**config.mk**
```make
export PLATFORM = sky130hd
export DESIGN_NAME = ex_operand_stage
export DESIGN_NICKNAME = d
export VERILOG_FILES = /design/src/rtl/ex_operand_stage.sv
export SDC_FILE = /design/constraint.sdc
export NUM_CORES = 1
export LEC_CHECK = 0
export ABC_AREA = 0
export CELL_PAD_IN_SITES_DETAIL_PLACEMENT = 0
export CELL_PAD_IN_SITES_GLOBAL_PLACEMENT = 1
export CORE_AREA = 4 4 180 147
export DETAILED_ROUTE_END_ITERATION = 10
export DIE_AREA = 0 0 184 151
export PLACE_DENSITY = 0.82
export SLEW_MARGIN = 20
export SYNTH_ARGS = -nofsm -noshare
export SYNTH_HDL_FRONTEND = slang
export SYNTH_SLANG_ARGS = --single-unit
```
**constraint.sdc**
```tcl
create_clock -name clk -period 5.02 [get_ports clk]
set_input_delay 0.753 -clock clk [delete_from_list [all_inputs] [get_ports clk]]
set_output_delay 0.753 -clock clk [all_outputs]
set_load 0.03 [all_outputs]
```
**src/rtl/ex_operand_stage.sv**
```systemverilog
// ID/EX pipeline register with ALU operand selection, MEM/WB forwarding and
// load-use hazard detection for the five-stage RV32I core.
module ex_operand_stage (
  input  logic        clk,
  input  logic        reset,
  input  logic        id_valid,
  input  logic [31:0] id_pc,
  input  logic [4:0]  id_rs1,
  input  logic [4:0]  id_rs2,
  input  logic [4:0]  id_rd,
  input  logic [31:0] id_rs1_data,
  input  logic [31:0] id_rs2_data,
  input  logic [31:0] id_imm,
  input  logic [1:0]  id_src_a_sel,
  input  logic        id_src_b_sel,
  input  logic [3:0]  id_alu_control,
  input  logic        id_reg_write,
  input  logic        id_mem_write,
  input  logic        id_branch,
  input  logic        id_jump,
  input  logic [1:0]  id_result_src,
  input  logic        flush_e,
  input  logic [4:0]  mem_rd,
  input  logic        mem_reg_write,
  input  logic [31:0] mem_alu_result,
  input  logic [4:0]  wb_rd,
  input  logic        wb_reg_write,
  input  logic [31:0] wb_result,
  output logic        hazard_stall,
  output logic [31:0] SrcA,
  output logic [31:0] SrcB,
  output logic [3:0]  ALUControl,
  output logic        ex_valid,
  output logic [31:0] ex_pc,
  output logic [31:0] ex_imm,
  output logic [4:0]  ex_rd,
  output logic        ex_reg_write,
  output logic        ex_mem_write,
  output logic        ex_branch,
  output logic        ex_jump,
  output logic [1:0]  ex_result_src,
  output logic [31:0] ex_write_data
);

  logic [4:0]  ex_rs1;
  logic [4:0]  ex_rs2;
  logic [31:0] ex_rs1_data;
  logic [31:0] ex_rs2_data;
  logic [1:0]  ex_src_a_sel;
  logic        ex_src_b_sel;
  logic [31:0] fwd_rs1;
  logic [31:0] fwd_rs2;
  logic        load_in_ex;
  logic        bubble;

  // A load in EX whose destination is read by decode must wait one cycle;
  // a flush squashes decode anyway, so the stall is suppressed then.
  assign load_in_ex = ex_valid && (ex_result_src == 2'b01) && (ex_rd != 5'd0);

  always_comb begin
    hazard_stall = 1'b0;
    if (load_in_ex && id_valid && !flush_e &&
        ((ex_rd == id_rs1) || (ex_rd == id_rs2)))
      hazard_stall = 1'b1;
  end

  assign bubble = reset || flush_e || hazard_stall;

  always_ff @(posedge clk) begin
    if (bubble) begin
      ex_valid      <= 1'b0;
      ex_pc         <= 32'd0;
      ex_imm        <= 32'd0;
      ex_rd         <= 5'd0;
      ex_rs1        <= 5'd0;
      ex_rs2        <= 5'd0;
      ex_rs1_data   <= 32'd0;
      ex_rs2_data   <= 32'd0;
      ex_src_a_sel  <= 2'b00;
      ex_src_b_sel  <= 1'b0;
      ALUControl    <= 4'b0000;
      ex_reg_write  <= 1'b0;
      ex_mem_write  <= 1'b0;
      ex_branch     <= 1'b0;
      ex_jump       <= 1'b0;
      ex_result_src <= 2'b00;
    end else begin
      ex_valid      <= id_valid;
      ex_pc         <= id_pc;
      ex_imm        <= id_imm;
      ex_rd         <= id_rd;
      ex_rs1        <= id_rs1;
      ex_rs2        <= id_rs2;
      ex_rs1_data   <= id_rs1_data;
      ex_rs2_data   <= id_rs2_data;
      ex_src_a_sel  <= id_src_a_sel;
      ex_src_b_sel  <= id_src_b_sel;
      ALUControl    <= id_alu_control;
      ex_reg_write  <= id_valid && id_reg_write;
      ex_mem_write  <= id_valid && id_mem_write;
      ex_branch     <= id_valid && id_branch;
      ex_jump       <= id_valid && id_jump;
      ex_result_src <= id_result_src;
    end
  end

  // MEM is the younger producer, so it takes priority over WB.
  always_comb begin
    fwd_rs1 = ex_rs1_data;
    if (ex_rs1 == 5'd0)
      fwd_rs1 = 32'd0;
    else if (mem_reg_write && (mem_rd == ex_rs1))
      fwd_rs1 = mem_alu_result;
    else if (wb_reg_write && (wb_rd == ex_rs1))
      fwd_rs1 = wb_result;
  end

  always_comb begin
    fwd_rs2 = ex_rs2_data;
    if (ex_rs2 == 5'd0)
      fwd_rs2 = 32'd0;
    else if (mem_reg_write && (mem_rd == ex_rs2))
      fwd_rs2 = mem_alu_result;
    else if (wb_reg_write && (wb_rd == ex_rs2))
      fwd_rs2 = wb_result;
  end

  always_comb begin
    SrcA = 32'd0;
    case (ex_src_a_sel)
      2'b00:   SrcA = fwd_rs1;
      2'b01:   SrcA = ex_pc;
      default: SrcA = 32'd0;
    endcase
    SrcB          = ex_src_b_sel ? ex_imm : fwd_rs2;
    ex_write_data = fwd_rs2;
  end

endmodule
```
# ---- Word-level counts from Yosys, hierarchy flattened
# Index checks and enable logic that the tools add are counted.
dict set report classes {
  n_eq_ne 8
  mux 9
  n_reduce_logical 21
}
# op n
set op_table {}
lappend op_table {{$mux W32} 7}
lappend op_table {{$pmux W32 S2} 1}
lappend op_table {{$eq A5 B5 Y1} 6}
lappend op_table {{$logic_and A1 B1 Y1} 13}
lappend op_table {{$logic_not A5 Y1} 2}
lappend op_table {{$reduce_bool A5 Y1} 1}
lappend op_table {{$eq A2 B1 Y1 const B} 2}
lappend op_table {{$logic_or A1 B1 Y1} 3}
lappend op_table {{$logic_not A2 Y1} 1}
lappend op_table {{$logic_not A1 Y1} 1}
lappend op_table {{$mux W1} 1}
dict set report totals {
  ff_bits 157
}

# ---- Longest topological paths before layout
# Gate-level depths: netlist (run 1).
dict set report depth {
  ltp_word 8
  depth_mapped 7
  mapped_depth_nobuf 5
}

# ---- Worst setup path after synthesis (run 1)
# Ideal clock, no wire load.
dict set report synth_path {
  path_kind {input port to output port}
  start {input port wb_rd[4]}
  end {output port SrcB[31]}
  arrival_time_ps 2552
  required_ps 4267
  slack_ps 1715
  stages 6
  n_path_buf 1
  cell_sequence {xnor2_1 nand3_1 nor3_1 clkbuf_1 a221oi_1 o31ai_1}
}
dict set report synth_between {
  elab_chain_cells 6
}
# item line
set synth_rtl {}
lappend synth_rtl {{start, declared} 26} ;# input logic [4:0] wb_rd,
lappend synth_rtl {{$eq A5 B5 Y1} 124} ;# else if (wb_reg_write && (wb_rd == ex_rs2))
lappend synth_rtl {{$logic_and A1 B1 Y1} 124}
lappend synth_rtl {{$mux W32} 124}
lappend synth_rtl {{$mux W32} 122} ;# else if (mem_reg_write && (mem_rd == ex_rs2))
lappend synth_rtl {{$mux W32} 120} ;# if (ex_rs2 == 5'd0)
lappend synth_rtl {{$mux W32} 135} ;# SrcB = ex_src_b_sel ? ex_imm : fwd_rs2;
lappend synth_rtl {{end, declared} 31} ;# output logic [31:0] SrcB,
# Every way passes these cells.

# ---- Worst setup path after layout (run 1)
dict set report layout_path {
  start {input port wb_rd[2]}
  end {output port SrcB[7]}
}
# The elaborated chain is that of the path after synthesis.

==> results of run 1 <==
worst max-delay path: cells and delay by family:
family          cells  cell delay [ns]
compound gates      2             0.52
xor+xnor            1             0.13
buf+inv             3             1.38
simple gates        2             0.97
registers in the layout, summed over array words and instances (netlist names):
register and cells:
ex_rd 5, ex_imm 32, ex_jump 1, ex_rs2_data 32, ex_pc 32, ex_mem_write 1, ex_src_b_sel 1, ex_result_src 2
ALUControl 4, ex_reg_write 1, ex_src_a_sel 2, ex_valid 1, ex_rs1_data 32, ex_rs2 5, ex_rs1 5, ex_branch 1
per-stage QoR:
| step | instance area (sq um) | setup WS (ns) | hold slack [ns] | power, uW |
|---|---|---|---|---|
| 2_1_floorplan | 6812 | 1.715 | 0.8747 | 1665 |
| 3_3_place_gp | 11220 | 0.4962 | 1.317 | 2064 |
| 3_5_place_dp | 11220 | 0.4887 | 1.321 | 2068 |
| 4_1_cts | 11810 | 0.4446 | 0.8443 | 3390 |
| 5_1_grt | 11810 | 0.3129 | 0.8499 | 3488 |
| 6_report | 11810 | 0.4960 | 0.8725 | 3355 |
synth_stat cells:
library cell	n	share of area
sky130_fd_sc_hd__a211oi_1	1	0.0011
sky130_fd_sc_hd__a211oi_2	1	0.0018
sky130_fd_sc_hd__a21oi_1	1	0.00073
sky130_fd_sc_hd__a221oi_1	64	0.082
sky130_fd_sc_hd__and2_1	186	0.17
sky130_fd_sc_hd__and3_1	4	0.0037
sky130_fd_sc_hd__buf_2	3	0.0022
sky130_fd_sc_hd__buf_4	1	0.0011
sky130_fd_sc_hd__buf_6	3	0.0050
sky130_fd_sc_hd__clkbuf_1	45	0.025
sky130_fd_sc_hd__clkbuf_2	13	0.0096
sky130_fd_sc_hd__clkbuf_8	2	0.0040
sky130_fd_sc_hd__dfxtp_1	157	0.46
sky130_fd_sc_hd__inv_1	1	0.00055
sky130_fd_sc_hd__nand2_1	69	0.038
sky130_fd_sc_hd__nand3_1	4	0.0029
sky130_fd_sc_hd__nand4_1	2	0.0018
sky130_fd_sc_hd__nand4b_1	1	0.0013
sky130_fd_sc_hd__nor2_1	37	0.020
sky130_fd_sc_hd__nor2b_1	1	0.00092
sky130_fd_sc_hd__nor3_1	5	0.0037
sky130_fd_sc_hd__o21ai_0	135	0.099
sky130_fd_sc_hd__o21ai_1	23	0.017
sky130_fd_sc_hd__o22ai_1	1	0.00092
sky130_fd_sc_hd__o31ai_1	1	0.0011
sky130_fd_sc_hd__or2_2	2	0.0018
sky130_fd_sc_hd__or4_1	3	0.0033
sky130_fd_sc_hd__xnor2_1	26	0.033
sky130_fd_sc_hd__xor2_1	4	0.0051
kinds of logic (layout without fill, tap and decap cells):
group | count (synthesis) | in the layout | synth area share
and+or+nand+nor | 314 | 314 | 0.2487
DFF | 157 | 157 | 0.4614
AOI/OAI and AO/OA | 227 | 227 | 0.2041
xor gates and xnor gates | 30 | 30 | 0.03857
buffers and inverters | 68 | 463 | 0.04721
layer usage:
layer	vias up	share of wire	wire (um)	GRT usage
li1	3507	-	-	-
met1	3448	0.39	12500	0.2548
met2	368	0.49	15820	0.3909
met3	58	0.096	3110	0.07491
met4	0	0.030	977	0.08463
met5	-	0	0	0
layout by cell type, fill, tap and decap left out, types with 4 or more instances in the layout:
cell type	count
sky130_fd_sc_hd__clkdlybuf4s50_1	400
sky130_fd_sc_hd__and2_1	186
sky130_fd_sc_hd__dfxtp_1	156
sky130_fd_sc_hd__o21ai_0	135
sky130_fd_sc_hd__nand2_1	69
sky130_fd_sc_hd__a221oi_1	64
sky130_fd_sc_hd__nor2_1	35
sky130_fd_sc_hd__buf_4	28
sky130_fd_sc_hd__xnor2_1	26
sky130_fd_sc_hd__o21ai_1	23
sky130_fd_sc_hd__clkbuf_16	17
sky130_fd_sc_hd__inv_6	5
sky130_fd_sc_hd__nand3_1	4
sky130_fd_sc_hd__xor2_1	4
sky130_fd_sc_hd__and3_1	4
layout make-up:
type | count | share of cell area
Multi-Input combinational cell | 571 | 0.2890
Tap cell | 324 | 0.03432
Clock buffer | 18 | 0.03718
Timing Repair Buffer | 430 | 0.3602
Sequential cell | 157 | 0.2662
Inverter | 1 | 0.0003178
Clock inverter | 14 | 0.01282
final timing paths:
kind / to / slack, ns / cells past startpoint
setup / recovery: SrcB[7] / 0.50 / 8
hold / removal: ex_pc[30] / 0.87 / 2
setup reg to reg: ex_pc[21] / 2.65 / 6
hold reg to reg: ex_rd[0] / 1.38 / 5
power by group:
part | leakage (uW) | switching [uW] | internal [uW]
combinational | 0.00268 | 358 | 359
clock | 0.000289 | 599 | 717
sequential | 0.00129 | 27.5 | 1300
total | 0.00426 | 984 | 2370
==> results.md, run 1 <==
- **share of post-route cells with drive strength above 1** 0.06297
- **Synth cell types** 29
- **width of the die** 184 um
- **largest net degree at the start of global routing** 97
- **Post-Layout Cell Count** 1,515
- **sum of negative setup slack** 0 ns
- **Critical Path RT** 4.27 ns
- **area of all sequential standard cells** 3144 sq um
- **count of routing violations after the opening detailed-route iteration** 353
- **Die H** 151 um
- **DP Wirelength** 23.64 mm
- **number of standard-cell rows in the floorplan** 52
- **startpoint type of the worst setup path** input port
- **number of endpoints failing setup at the final stage** 0
- **register bit total from synthesis** 157
- **post-cts resize count** 0
- **net total in the final layout** 1,414
- **DIE AREA** 27,780 sq um
- **highest cell delay on the worst timing path** 0.82 ns
- **count of antenna-violating nets left after detailed routing** 0
- **power density relative to cell area** 284.1 nW/um^2
- **Multi-input gate area** 3413 sq um
- **last weighted congestion value of the routability-driven placer** 0.8757
- **tightest slew margin relative to the limit** 0.2216
- **CP Class** input port to output pin
- **global-route wire length before repair** 46.36 mm
- **most frequent CP cell** sky130_fd_sc_hd__clkdlybuf4s50_1
- **Period Utilization, post-route** 0.9012
- **CP startpoint** wb_rd[2]
- **net count after synthesis** 1,032
- **number of cells after detailed placement** 1,483
- **DRT Wirelength** 32.40 mm
- **insertion delay of the later-clocked pin in the worst-skew pair** 0.43 ns
- **total of warnings raised by yosys** 0
- **number of vias per cell** 4.872
- **Mapped Avg Cell Area** 8.557 sq um
- **status** finished clean
- **H-tree lvl count** 4
- **cell at the root of the clock tree** sky130_fd_sc_hd__clkbuf_16
- **Hold Buf Count CTS** 0
- **iteration count of the initial detailed-routing pass** 5
- **Setup Buffers After CTS** 0
- **fmax** 0.2210 GHz
- **total vias in the final route** 7,381
- **min cycle time layout** 4.524 ns
- **critical-path maximum fanout** 27
- **area of the mapped netlist** 6812 sq um
- **final max-slew violation count** 0
- **slowest stage cell on the critical path** sky130_fd_sc_hd__or4_2
- **leakage power figure** 0.004261 uW
- **final core occ** 0.4752
- **Max-cap violations** 0
- **port bufs** 412
- **via count of the first global-routing pass** 7,519
- **TritonCTS sink count** 157
- **path class of the lowest-slack min-delay path** input port to flip-flop
- **total overflow reported by the global router** 0
- **Longest Clk Path Bufs** 2
- **critical path arrival** 3.77 ns
- **unrepaired setup endpoints after global routing** false
- **chain of cells forming the critical path** clkdlybuf4s50_1 -> xnor2_1 -> nand3_1 -> or4_2 -> buf_12 -> a221oi_1 -> o21ai_0 -> clkdlybuf4s50_1
- **Clk pin slew, worst setup/hold paths** 0.08 ns
- **Avg WL per Cell** 21.39 um
- **number of design rule violations left after detail routing** 0
- **worst supply voltage drop on vdd** 0.2008 mV
- **nature of the critical path endpoint** output pin
- **ports placed on the boundary** 413
- **Layout fillers** 2,363
- **hold violation total from the final report** 0
- **starting density of the core** 0.2741
- **worst r2r src** ex_rd[1]
- **Mapped Cells** 796
- **Worst-Margin Slew** 1.165 ns
- **synth-to-layout area growth** 73.40%
- **hold_sp** id_pc[30]
- **worst clock skew on the final layout** 0.01647 ns
- **diode insertion count for antenna repair** 0
- **global router's overall resource usage** 0.2239
- **placeable core area** 24,850 sq um
- **TritonCTS clock tree** built
- **initial antenna violation count** 0
- **portion of the post-synthesis area used by sequential elements** 0.4614
- **number of clock buffers inserted by TritonCTS** 17
(Power assumes the default switching activity.)
==> run 2, diff against run 1 <==
--- a/config.mk
+++ b/config.mk
@@ -12,6 +12,7 @@
 export DETAILED_ROUTE_END_ITERATION = 10
 export DIE_AREA = 0 0 184 151
 export PLACE_DENSITY = 0.82
+export SKIP_LAST_GASP = 1
 export SLEW_MARGIN = 20
 export SYNTH_ARGS = -nofsm -noshare
 export SYNTH_HDL_FRONTEND = slang
==> results of run 2 <==
The final DEF is identical to that of run 1; final timing and power are the same.
